===== src/rtl/lab6_pkg.sv =====
// Shared definitions for the Lab6 instruction issuer: opcode/ALU_op encodings,
// instruction field positions, issuer FSM states and the legality check.
package lab6_pkg;

  // Opcode encodings
  localparam logic [2:0] OPC_MOV = 3'b110;
  localparam logic [2:0] OPC_ALU = 3'b101;

  // ALU_op encodings under OPC_MOV
  localparam logic [1:0] ALU_MOV_IMM = 2'b10;
  localparam logic [1:0] ALU_MOV_REG = 2'b00;

  // ALU_op encodings under OPC_ALU
  localparam logic [1:0] ALU_ADD = 2'b00;
  localparam logic [1:0] ALU_CMP = 2'b01;
  localparam logic [1:0] ALU_AND = 2'b10;
  localparam logic [1:0] ALU_MVN = 2'b11;

  // Instruction field bit positions
  localparam int OPC_HI = 15;
  localparam int OPC_LO = 13;
  localparam int AOP_HI = 12;
  localparam int AOP_LO = 11;
  localparam int RN_HI  = 10;
  localparam int RN_LO  = 8;
  localparam int RD_HI  = 7;
  localparam int RD_LO  = 5;
  localparam int SH_HI  = 4;
  localparam int SH_LO  = 3;
  localparam int RM_HI  = 2;
  localparam int RM_LO  = 0;
  localparam int IMM_HI = 7;
  localparam int IMM_LO = 0;

  // Issuer FSM states
  typedef enum logic [2:0] {
    ST_IDLE  = 3'd0,
    ST_ISSUE = 3'd1,
    ST_ACK   = 3'd2,
    ST_EXEC  = 3'd3,
    ST_DRAIN = 3'd4
  } issuer_state_e;

  // True for the six encodings the controller implements
  function automatic logic is_legal(input logic [2:0] opc, input logic [1:0] aop);
    logic ok;
    ok = 1'b0;
    case (opc)
      OPC_MOV: ok = (aop == ALU_MOV_IMM) || (aop == ALU_MOV_REG);
      OPC_ALU: ok = 1'b1;  // ADD, CMP, AND, MVN all implemented
      default: ok = 1'b0;
    endcase
    return ok;
  endfunction

  // True when the instruction updates status flags
  function automatic logic is_cmp(input logic [2:0] opc, input logic [1:0] aop);
    return (opc == OPC_ALU) && (aop == ALU_CMP);
  endfunction

endpackage


===== src/rtl/lab6_instr_decode.sv =====
// Combinational instruction decode: field split, imm8 sign extension and
// legality. Kept standalone so a fetch unit can reuse it.
module lab6_instr_decode
  import lab6_pkg::*;
(
  input  logic [15:0] instr,
  output logic [2:0]  opcode,
  output logic [1:0]  alu_op,
  output logic [1:0]  shift_op,
  output logic [2:0]  r_n,
  output logic [2:0]  r_d,
  output logic [2:0]  r_m,
  output logic [15:0] sximm8,
  output logic        legal
);

  logic [7:0] imm8;

  // Split the instruction into its fields and classify it
  always_comb begin
    opcode   = instr[OPC_HI:OPC_LO];
    alu_op   = instr[AOP_HI:AOP_LO];
    r_n      = instr[RN_HI:RN_LO];
    r_d      = instr[RD_HI:RD_LO];
    shift_op = instr[SH_HI:SH_LO];
    r_m      = instr[RM_HI:RM_LO];
    imm8     = instr[IMM_HI:IMM_LO];
    sximm8   = {{8{imm8[7]}}, imm8};
    legal    = is_legal(opcode, alu_op);
  end

endmodule


===== src/rtl/lab6_issuer.sv =====
// Lab6 instruction issuer: accepts instructions, pulses start to the
// controller, follows its waiting signal through acknowledge and completion,
// then retires the instruction and counts retired/illegal instructions.
// Optional macro LAB6_ISSUER_B2B_EN: accept the next instruction in DRAIN.
module lab6_issuer
  import lab6_pkg::*;
#(
  parameter int ACK_TIMEOUT = 4,
  parameter int CNT_W       = 16
) (
  input  logic             clk,
  input  logic             rst,
  input  logic             instr_valid,
  input  logic [15:0]      instr,
  output logic             instr_ready,
  input  logic             waiting,
  input  logic             Z,
  input  logic             N,
  input  logic             V,
  output logic             start,
  output logic [2:0]       opcode,
  output logic [1:0]       ALU_op,
  output logic [1:0]       shift_op,
  output logic [2:0]       r_n,
  output logic [2:0]       r_d,
  output logic [2:0]       r_m,
  output logic [15:0]      sximm8,
  output logic             busy,
  output logic             retire,
  output logic             illegal,
  output logic             ack_err,
  output logic [2:0]       flags_q,
  output logic [CNT_W-1:0] retired_cnt,
  output logic [CNT_W-1:0] illegal_cnt
);

  localparam int ACK_W = $clog2(ACK_TIMEOUT + 1);
  localparam logic [ACK_W-1:0] ACK_LAST = ACK_W'(ACK_TIMEOUT - 1);

  issuer_state_e    state_q, state_d;
  logic [ACK_W-1:0] ack_cnt_q, ack_cnt_d;

  logic [2:0]       opcode_q, opcode_d;
  logic [1:0]       alu_op_q, alu_op_d;
  logic [1:0]       shift_op_q, shift_op_d;
  logic [2:0]       r_n_q, r_n_d;
  logic [2:0]       r_d_q, r_d_d;
  logic [2:0]       r_m_q, r_m_d;
  logic [15:0]      sximm8_q, sximm8_d;
  logic             illegal_q, illegal_d;
  logic [2:0]       flags_cap_q, flags_cap_d;
  logic [CNT_W-1:0] retired_cnt_q, retired_cnt_d;
  logic [CNT_W-1:0] illegal_cnt_q, illegal_cnt_d;

  logic [2:0]       dec_opcode;
  logic [1:0]       dec_alu_op;
  logic [1:0]       dec_shift_op;
  logic [2:0]       dec_r_n;
  logic [2:0]       dec_r_d;
  logic [2:0]       dec_r_m;
  logic [15:0]      dec_sximm8;
  logic             dec_legal;
  logic             accept;
  logic             ack_timeout;

  lab6_instr_decode u_decode (
    .instr    (instr),
    .opcode   (dec_opcode),
    .alu_op   (dec_alu_op),
    .shift_op (dec_shift_op),
    .r_n      (dec_r_n),
    .r_d      (dec_r_d),
    .r_m      (dec_r_m),
    .sximm8   (dec_sximm8),
    .legal    (dec_legal)
  );

  assign accept      = instr_valid && instr_ready;
  assign ack_timeout = (state_q == ST_ACK) && waiting && (ack_cnt_q == ACK_LAST);

  // FSM state register
  always_ff @(posedge clk) begin
    if (rst) state_q <= ST_IDLE;
    else     state_q <= state_d;
  end

  // FSM next-state logic
  always_comb begin
    state_d = state_q;
    unique case (state_q)
      ST_IDLE:  if (accept && dec_legal) state_d = ST_ISSUE;
      ST_ISSUE: state_d = ST_ACK;
      ST_ACK: begin
        if (!waiting)         state_d = ST_EXEC;
        else if (ack_timeout) state_d = ST_IDLE;
      end
      ST_EXEC:  if (waiting) state_d = ST_DRAIN;
      ST_DRAIN: begin
        state_d = ST_IDLE;
`ifdef LAB6_ISSUER_B2B_EN
        if (accept && dec_legal) state_d = ST_ISSUE;
`endif
      end
      default:  state_d = ST_IDLE;
    endcase
  end

  // FSM outputs; start only ever comes from ISSUE so DRAIN cannot re-issue
  always_comb begin
    start       = (state_q == ST_ISSUE);
    busy        = (state_q != ST_IDLE);
    retire      = (state_q == ST_DRAIN);
    ack_err     = ack_timeout;
    instr_ready = 1'b0;
    if (state_q == ST_IDLE) instr_ready = waiting;
`ifdef LAB6_ISSUER_B2B_EN
    if (state_q == ST_DRAIN) instr_ready = waiting;
`endif
  end

  // Next values for ack counter, latched fields, counters and captured flags
  always_comb begin
    ack_cnt_d     = ack_cnt_q;
    opcode_d      = opcode_q;
    alu_op_d      = alu_op_q;
    shift_op_d    = shift_op_q;
    r_n_d         = r_n_q;
    r_d_d         = r_d_q;
    r_m_d         = r_m_q;
    sximm8_d      = sximm8_q;
    flags_cap_d   = flags_cap_q;
    retired_cnt_d = retired_cnt_q;
    illegal_cnt_d = illegal_cnt_q;
    illegal_d     = accept && !dec_legal;

    if (state_q == ST_ISSUE) ack_cnt_d = '0;
    else if (state_q == ST_ACK && waiting) ack_cnt_d = ack_cnt_q + ACK_W'(1);

    if (accept) begin
      opcode_d   = dec_opcode;
      alu_op_d   = dec_alu_op;
      shift_op_d = dec_shift_op;
      r_n_d      = dec_r_n;
      r_d_d      = dec_r_d;
      r_m_d      = dec_r_m;
      sximm8_d   = dec_sximm8;
    end

    if (illegal_d) illegal_cnt_d = illegal_cnt_q + CNT_W'(1);

    // Retire and flag capture use the fields of the instruction in DRAIN,
    // which are still in the _q registers even if a new one is being accepted
    if (state_q == ST_DRAIN) begin
      retired_cnt_d = retired_cnt_q + CNT_W'(1);
      if (is_cmp(opcode_q, alu_op_q)) flags_cap_d = {Z, N, V};
    end
  end

  // Datapath registers
  always_ff @(posedge clk) begin
    if (rst) begin
      ack_cnt_q     <= '0;
      opcode_q      <= '0;
      alu_op_q      <= '0;
      shift_op_q    <= '0;
      r_n_q         <= '0;
      r_d_q         <= '0;
      r_m_q         <= '0;
      sximm8_q      <= '0;
      illegal_q     <= 1'b0;
      flags_cap_q   <= '0;
      retired_cnt_q <= '0;
      illegal_cnt_q <= '0;
    end else begin
      ack_cnt_q     <= ack_cnt_d;
      opcode_q      <= opcode_d;
      alu_op_q      <= alu_op_d;
      shift_op_q    <= shift_op_d;
      r_n_q         <= r_n_d;
      r_d_q         <= r_d_d;
      r_m_q         <= r_m_d;
      sximm8_q      <= sximm8_d;
      illegal_q     <= illegal_d;
      flags_cap_q   <= flags_cap_d;
      retired_cnt_q <= retired_cnt_d;
      illegal_cnt_q <= illegal_cnt_d;
    end
  end

  assign opcode      = opcode_q;
  assign ALU_op      = alu_op_q;
  assign shift_op    = shift_op_q;
  assign r_n         = r_n_q;
  assign r_d         = r_d_q;
  assign r_m         = r_m_q;
  assign sximm8      = sximm8_q;
  assign illegal     = illegal_q;
  assign flags_q     = flags_cap_q;
  assign retired_cnt = retired_cnt_q;
  assign illegal_cnt = illegal_cnt_q;

endmodule

===== config.mk =====
export PLATFORM = sky130hd
export DESIGN_NAME = lab6_issuer
export DESIGN_NICKNAME = d
export VERILOG_FILES = /design/src/rtl/lab6_pkg.sv /design/src/rtl/lab6_instr_decode.sv /design/src/rtl/lab6_issuer.sv
export SDC_FILE = /design/constraint.sdc
export NUM_CORES = 1
export LEC_CHECK = 0
export CORE_UTILIZATION = 40
export DETAILED_ROUTE_END_ITERATION = 8
export PLACE_DENSITY = 0.73
export SLEW_MARGIN = 20
export SYNTH_ARGS = -nofsm -noshare
export SYNTH_HDL_FRONTEND = slang
export SYNTH_SLANG_ARGS = --single-unit
export TNS_END_PERCENT = 5

===== constraint.sdc =====
create_clock -name clk -period 2.4 [get_ports clk]
set_input_delay 0.48 -clock clk [delete_from_list [all_inputs] [get_ports clk]]
set_output_delay 0.48 -clock clk [all_outputs]
set_load 0.02 [all_outputs]

* Word-level counts from Yosys, hierarchy flattened
Index checks and enable logic that the tools add are counted.
** Cells by class
- Add/sub/neg operators :: 3
- Equal/unequal tests :: 13
- Muxes and demuxes :: 7
- Reduce and logical (&&, ||, !) cells :: 14
** Operator list (number)
- 16-bit by 1-bit adder with 16-bit output, second input constant :: 2
- 3-bit == test, second input constant :: 4
- 3-bit two-way mux :: 4
- 3-bit one-hot mux with 4 select lines :: 1
- 3-bit by 2-bit == test with 1-bit output, second input constant :: 3
- 1-bit logical AND :: 6
- 2-bit inequality test, second input constant :: 2
- 3-bit by 1-bit adder with 3-bit output, second input constant :: 1
- 3-bit by 1-bit == test with 1-bit output, second input constant :: 1
- 3-bit logical NOT :: 1
- 3-bit inequality test, second input constant :: 1
- 3-bit AND reduction :: 1
- 3-bit nonzero test :: 1
- 2-bit by 1-bit == test with 1-bit output, second input constant :: 1
- 2-bit == test, second input constant :: 1
- 2-bit logical NOT :: 1
- 1-bit one-hot mux with 2 select lines :: 1
- 2-bit AND reduction :: 1
- 2-bit OR reduction :: 1
- 1-bit logical NOT :: 1
- 1-bit logical OR :: 1
- 1-bit two-way mux :: 1
** Storage, ports and cells
- Bits in registers :: 66
- Bits of input ports :: 23

* Depth between registers and ports, before layout
Gate-level depths: netlist of the first run.
- Depth after elaboration :: 6
- Gate-level depth with buffers :: 7
- Mapped depth without buffers :: 6

* By module
Synthesis of the first run repeated with hierarchy kept, for this count alone.
** Second synthesis, totals
- Cells, all modules :: 390
- Area total of the unflattened synthesis :: 3268.1 um^2
** Modules (own cells, without submodules)
- lab6_issuer :: instances 1, cells each 355, area an instance 3001.6 um^2, sequential area each 1481.4 um^2
- lab6_instr_decode :: instances 1, cells each 35, area an instance 266.5 um^2, sequential area each 0.0 um^2

* Least setup slack after synthesis of the first run
OpenSTA, ideal clock, no wires.
- Path kind :: reg-to-reg
- From :: register retired_cnt_q[3] (netlist: retired_cnt[3])
- To :: register retired_cnt_q[15] (netlist: retired_cnt[15])
- Library setup time :: 123 ps
- Arrival :: 1770 ps
- Required time :: 2277 ps
- Path slack :: 507 ps
- Cell stages (with the launch flop) :: 5
- Path buffers :: 0
- Path through :: dfxtp_1 -> nand4_1 -> nor4_1 -> nor3b_1 -> mux2_1
** Between the ends
- Word-level cells in the longest chain between the ends :: 1
** Ends and longest elaborated chain
- from (decl) :: line lab6_issuer.sv:52 : logic [CNT_W-1:0] retired_cnt_q, retired_cnt_d;
- from (signal assigned) :: line lab6_issuer.sv:185 : retired_cnt_q <= retired_cnt_d;
- 16-bit by 1-bit adder with 16-bit output :: line lab6_issuer.sv:154 : retired_cnt_d = retired_cnt_q + CNT_W'(1);
Every way passes these cells.
A chain may end at the register's enable or synchronous reset.

* Worst setup path after layout of the first run
- From :: register state_q[0]
- To :: output port instr_ready
** Between the ends
- Word-level cells in the longest chain between the ends :: 2
** Ends and longest elaborated chain
- from (decl) :: line lab6_issuer.sv:40 : issuer_state_e state_q, state_d;
- from (signal assigned) :: line lab6_issuer.sv:84 : else state_q <= state_d;
- 3-bit logical NOT :: line lab6_issuer.sv:115 : if (state_q == ST_IDLE) instr_ready = waiting;
- 1-bit two-way mux :: line lab6_issuer.sv:115
- to (decl) :: line lab6_issuer.sv:15 : output logic instr_ready,
Every way passes these cells.

==> results.cfg, run 1 <==
[outcome]
violations = DRC
status = complete, but fails checks

[routing]
wirelength_met1_mm = 2.85
drtIter0Drc = 73
dr_wl_met2_mm = 2.97
ant_nets = 0
wire_per_inst_um = 13.2
drtPass1Iterations = 7
dr_wl_met3_um = 445
routed.top_layer = met4
drcViolationCount = 8
vias = 2537
drt_wl_total_mm = 6.39
viasPerCell = 5.24

[cells_and_area]
regArea_mm2 = 0.00116
diodes = 0
fill_cells = 589
fin_util_pct = 59.7
syn_to_final_growth_pct = 41.4
drive_above_1_share_pct = 8.60
final_area_mm2 = 0.00387
multi_input_area_mm2 = 0.00136
layout.nets = 429

[global_routing]
grt_pass1_vias = 2336
grt_max_degree = 36
grt_first_pass_wirelength_mm = 10.6
overflow = 0
grt_use_total_pct = 18.5
antenna_found_initial = 0

[clocking]
clock_path_buffers = 2
cts_buffers = 9
htree_num_levels = 3
cts_root_buffer = clkbuf_8
clk_latency_ns = 0.33
cts_setup_buffers = 0
clk_pin_slew_ns = 0.06
cts_tree = built
cts.sinks = 58

[sta]
period_needed_ns = 2.28
worstMarginPinSlew_ns = 0.622
max_freq_mhz = 439
setup_violations = 0
maxSlewViolCount = 0
finalHoldViolations = 0
period_share_pct = 95.0
rsz0062_at_grt = false
maxSlewHeadroom_pct = 58.5
clock_skew_ns = 0.00522

[placement]
dp_hpwl_mm = 4.51
port_buffers = 95
placed_area_mm2 = 0.00368
gp_congestion = 0.769

[min_path]
worstHoldPathType = flop to flop
min_path_cells = 2

[logic_synthesis]
synth-seq-cells = 58
synth_area_leader_cell = dfxtp_1
synth_xor_area_share_pct = 3.19
muxShareOfSynthArea_pct = 3.42
syn_nets = 346
synth.avg_cell_area_um2 = 8.59
synth_compound_area_share_pct = 13.4
synthAdderAreaFrac_pct = 1.83
synthCells = 319
ys_warn_count = 0
yosysTopAreaCellShare_pct = 42.4
seq_area_frac_synth_pct = 42.4
synth_area_leaders = dfxtp_1 (42%), a21oi_1 (6.6%), nand2_1 (6.0%)
syn_area_mm2 = 0.00274
synth-simple-area-share_pct = 27.8
ys_types = 44
synth_top_family_by_area = simple AND/OR/NAND/NOR gates

[floorplan]
pin_count = 96
fp.dieH_um = 84.8
core_mm2 = 0.00649
initial_core_util_pct = 42.2
dieWidth_um = 84.8
rows = 29
die-area_mm2 = 0.00719

[setup_path]
cp.arrival_ns = 1.80
end_kind = output pin
worst_setup_path_start_kind = flop
worst-path-max-fanout = 12
worst-setup-path-type = flop to output pin
reg2regPathDepth = 4
required_ns = 1.92

[power]
peakVddDrop_mv = 0.362
total_power_mw = 2.77
power.leakage_nw = 1.33
powerDensity_mw_per_mm2 = 716

[flow_run]
drv_cap = 0
## cells in the mapped netlist
| cell type | instances |
|---|---|
| xor2_1 | 4 |
| o21ai_0 | 6 |
| nand4b_1 | 1 |
| o2111a_1 | 1 |
| a221o_1 | 1 |
| a21oi_1 | 36 |
| nand2_1 | 44 |
| nor2b_1 | 4 |
| buf_2 | 3 |
| or4_4 | 1 |
| nand4_1 | 4 |
| a21o_1 | 1 |
| clkbuf_1 | 10 |
| nor4_1 | 1 |
| nand4bb_4 | 1 |
| nand3b_1 | 1 |
| or3_1 | 5 |
| nor3b_1 | 2 |
| nor3b_2 | 2 |
| inv_1 | 8 |
| nand4_2 | 1 |
| mux2i_1 | 6 |
| buf_1 | 2 |
| xnor2_1 | 6 |
| dfxtp_1 | 58 |
| and3_1 | 4 |
| nor2_1 | 21 |
| or4_1 | 14 |
| and2_1 | 4 |
| and2_0 | 1 |
| ha_1 | 4 |
| nor3_1 | 4 |
| o31ai_1 | 13 |
| nor3_4 | 1 |
| a211oi_1 | 2 |
| mux2_1 | 1 |
| nand2b_1 | 3 |
| or2_2 | 1 |
| and4_1 | 3 |
| nand3_1 | 13 |
| nor4bb_1 | 1 |
| buf_4 | 17 |
| mux2_2 | 2 |
| o32ai_2 | 1 |
## critical path, cell delays in order, from the launching register on
cell and delay, ns:
dfxtp_2 0.39, nor3_4 0.30, and2_1 0.17, clkdlybuf4s50_1 0.61
## power breakdown
part	switching, mW	total, mW	internal [mW]
combinational	0.383	0.749	0.365
sequential	0.0967	1.13	1.03
clock	0.362	0.898	0.536
total	0.842	2.77	1.93
## cells by family after synthesis
kind of cell               after synthesis
xor gates and xnor gates                10
DFF                                     58
muxes                                    9
AOI/OAI and AO/OA                       61
buffers and inverters                   40
and+or+nand+nor                        137
adders and majority gates                4
## layer usage
layer	track usage, %	vias to the layer above
li1	-	1285
met1	22.8	1163
met2	30.2	79
met3	4.33	10
met4	9.40	0
met5	0	-
## per-stage QoR
stage	hold WS, ns	TNS [ns]	std cells	setup WS (ns)
final	0.454	0	484	0.120
after global routing	0.492	0	484	0.00458
after CTS	0.454	0	484	0.0361
after detailed placement	0.446	-0.0414	468	-0.0414
after global placement	0.441	-0.0454	468	-0.0454
after floorplan	0.465	0	319	0.507
## cell type report
cell class,instances,share of cell area (%)
multi-input cells,221,35.2
flip-flops and latches,58,30.0
repair buffers,104,26.4
clock buffers,14,4.20
well taps,77,2.49
clock inverters,2,0.904
inverters,8,0.775
## placed cells by master (no fill, tap or decap), drive strengths merged, types with 5 or more instances in the layout
master,Yosys,routed
a21oi,36,36
and2,5,5
buf,22,10
clkbuf,10,14
clkdlybuf4s50,0,93
dfxtp,58,58
inv,8,8
mux2i,6,6
nand2,44,44
nand3,13,13
nand4,5,5
nor2,21,21
nor3,5,5
o21ai,6,6
o31ai,13,13
or3,5,5
or4,15,15
xnor2,6,6
## timing repair
action / 4_1_cts / 5_1_grt
setup endpoints to repair: 2 / 2
gates resized for setup: 3 / 0
pin swaps: 0 / 1
hold buffers: 0 / 0
hold endpoints to repair: 0 / 0
## sequential cells by signal, indices dropped and copies added (netlist names)
register,count
r_d,3
retired_cnt,16
r_m,2
illegal_cnt,16
illegal,1
sximm8,2
ack_cnt_q,3
flags_q,3
shift_op,1
ALU_op,2
state_q,3
opcode,3
r_n,3
## final timing paths
kind | to | from | slack [ns]
worst max-delay path | instr_ready | state_q[0]$_SDFFE_PP0P_ | 0.12
worst min-delay path | r_n[0]$_SDFFE_PP0P_ | r_n[0]$_SDFFE_PP0P_ | 0.45
worst max register to register | retired_cnt[14]$_SDFFE_PP0P_ | state_q[2]$_SDFFE_PP0P_ | 0.52
worst min register to register | r_n[0]$_SDFFE_PP0P_ | r_n[0]$_SDFFE_PP0P_ | 0.45
Power figures use the tool's default switching activity.
==> run 2, diff against run 1 <==
==> constraint.sdc (replaced) <==
create_clock -name clk -period 2.1 [get_ports clk]
set_input_delay 0.42 -clock clk [delete_from_list [all_inputs] [get_ports clk]]
set_output_delay 0.42 -clock clk [all_outputs]
set_load 0.02 [all_outputs]
==> run 2 against run 1 <==
  * The flow still finishes with violations (DRC)
  * Clock skew grew 0.0034 ns
  * Combinational power rose by 27%
  * Design area up 2.2%
  * Critical path depth stayed put
  * Highest routed layer unchanged
==> results.cfg, run 2 (synthesis results as in run 1) <==
[setup_path]
worst-path-max-fanout = 9
required_ns = 1.68
cp.arrival_ns = 1.56
worst-setup-path-type = flop to output pin
end_kind = output pin
worst_setup_path_start_kind = flop

[routing]
wire_per_inst_um = 13.0
drcViolationCount = 8
viasPerCell = 5.24
vias = 2591
drtPass1Iterations = 9
ant_nets = 0
drtIter0Drc = 72
drt_wl_total_mm = 6.43

[clocking]
htree_num_levels = 3
clk_latency_ns = 0.33
cts_root_buffer = clkbuf_8
cts_setup_buffers = 0
clock_path_buffers = 2
clk_pin_slew_ns = 0.07
cts_buffers = 9
holdBufCountCts = 0
cts.sinks = 58
cts_tree = built

[global_routing]
grt_max_degree = 36
grt_pass1_vias = 2461
grt_first_pass_wirelength_mm = 11.0
grt_use_total_pct = 18.9
antenna_found_initial = 0
overflow = 0

[floorplan]
rows = 29
pin_count = 96
dieWidth_um = 84.8
initial_core_util_pct = 42.2
core_mm2 = 0.00649
die-area_mm2 = 0.00719
fp.dieH_um = 84.8

[sta]
fin_tns_setup_ns = 0
finalHoldViolations = 0
setup_violations = 0
maxSlewHeadroom_pct = 58.6
period_share_pct = 94.3
period_needed_ns = 1.98
setup_ws_ns = 0.120
max_freq_mhz = 505
worstMarginPinSlew_ns = 0.621
clock_skew_ns = 0.00864
rsz0062_at_grt = false
maxSlewViolCount = 0

[cells_and_area]
multi_input_area_mm2 = 0.00136
fill_cells = 568
syn_to_final_growth_pct = 44.5
final_common_cell = clkdlybuf4s50_1
layout.nets = 439
diodes = 0
final_cell_mix = clkdlybuf4s50_1 (90), dfxtp_1 (55), nand2_1 (44)
drive_above_1_share_pct = 11.3
regArea_mm2 = 0.00116

[placement]
dp_hpwl_mm = 4.59
place_ws_ns = -0.230
port_buffers = 95
gp_congestion = 0.738

[outcome]
status = complete, but fails checks
violations = DRC

[power]
peakVddDrop_mv = 0.442
powerDensity_mw_per_mm2 = 820
power.leakage_nw = 1.41

[min_path]
worstHoldPathType = flop to flop

[flow_run]
drv_cap = 0
-- run 2: changes by cell type in the layout (fill, tap and decap cells not counted), sizes merged --
cell | before | now
dlygate4sd2 | 1 | 2
clkbuf | 14 | 15
buf | 10 | 20
dlymetal6s2s | 0 | 1
clkdlybuf4s50 | 93 | 90
-- run 2: cell type report --
cell class                 instances  area share, %
multi-input combinational        221           34.4
sequential                        58           29.4
timing repair buffer             114           28.0
clock buffer                      14           4.11
tap                               77           2.43
clock inverter                     2          0.885
inverter                           8          0.758
-- run 2: repair_timing --
item,in CTS,in global routing
cloned,0,0
gates resized for setup,4,5
endpoints found under the setup margin,5,3
-- run 2: critical path, cell delays in order, from the launching register on --
cell	delay, ns
dfxtp_2	0.38
nor3_4	0.22
inv_1	0.08
clkdlybuf4s50_1	0.55
-- run 2: final timing paths --
kind,startpoint,to,slack (ns),cells past startpoint
min,r_n[0]$_SDFFE_PP0P_,r_n[0]$_SDFFE_PP0P_,0.46,2
max reg2reg,retired_cnt[0]$_SDFFE_PP0P_,retired_cnt[14]$_SDFFE_PP0P_,0.25,5
min reg2reg,r_n[0]$_SDFFE_PP0P_,r_n[0]$_SDFFE_PP0P_,0.46,2
max,state_q[2]$_SDFFE_PP0P_,busy,0.12,3
-- run 2: metrics by stage --
| step | power (mW) | area (µm²) | hold slack (ns) | utilization (%) | cells |
|---|---|---|---|---|---|
| global placement | 2.25 | 3760 | 0.442 | 57.9 | 478 |
| global route | 3.44 | 3960 | 0.487 | 61.0 | 494 |
| CTS | 3.29 | 3960 | 0.459 | 61.0 | 494 |
| finish | 3.25 | 3960 | 0.460 | 61.0 | 494 |
| detailed placement | 2.26 | 3760 | 0.450 | 57.9 | 478 |
| floorplan | 1.84 | 2740 | 0.465 | - | 319 |
-- run 2: metal layers --
layer	vias to the layer above	wire length [µm]	track usage, %
met5	-	0	0
met4	0	117	8.47
met3	13	384	4.52
met2	75	3030	32.3
met1	1196	2890	22.4
li1	1307	-	-
-- run 2: power by group --
part,leakage [nW],switching (mW),internal (mW)
logic,0.835,0.476,0.476
registers,0.471,0.0928,1.18
clock network,0.101,0.411,0.613
total,1.41,0.980,2.27
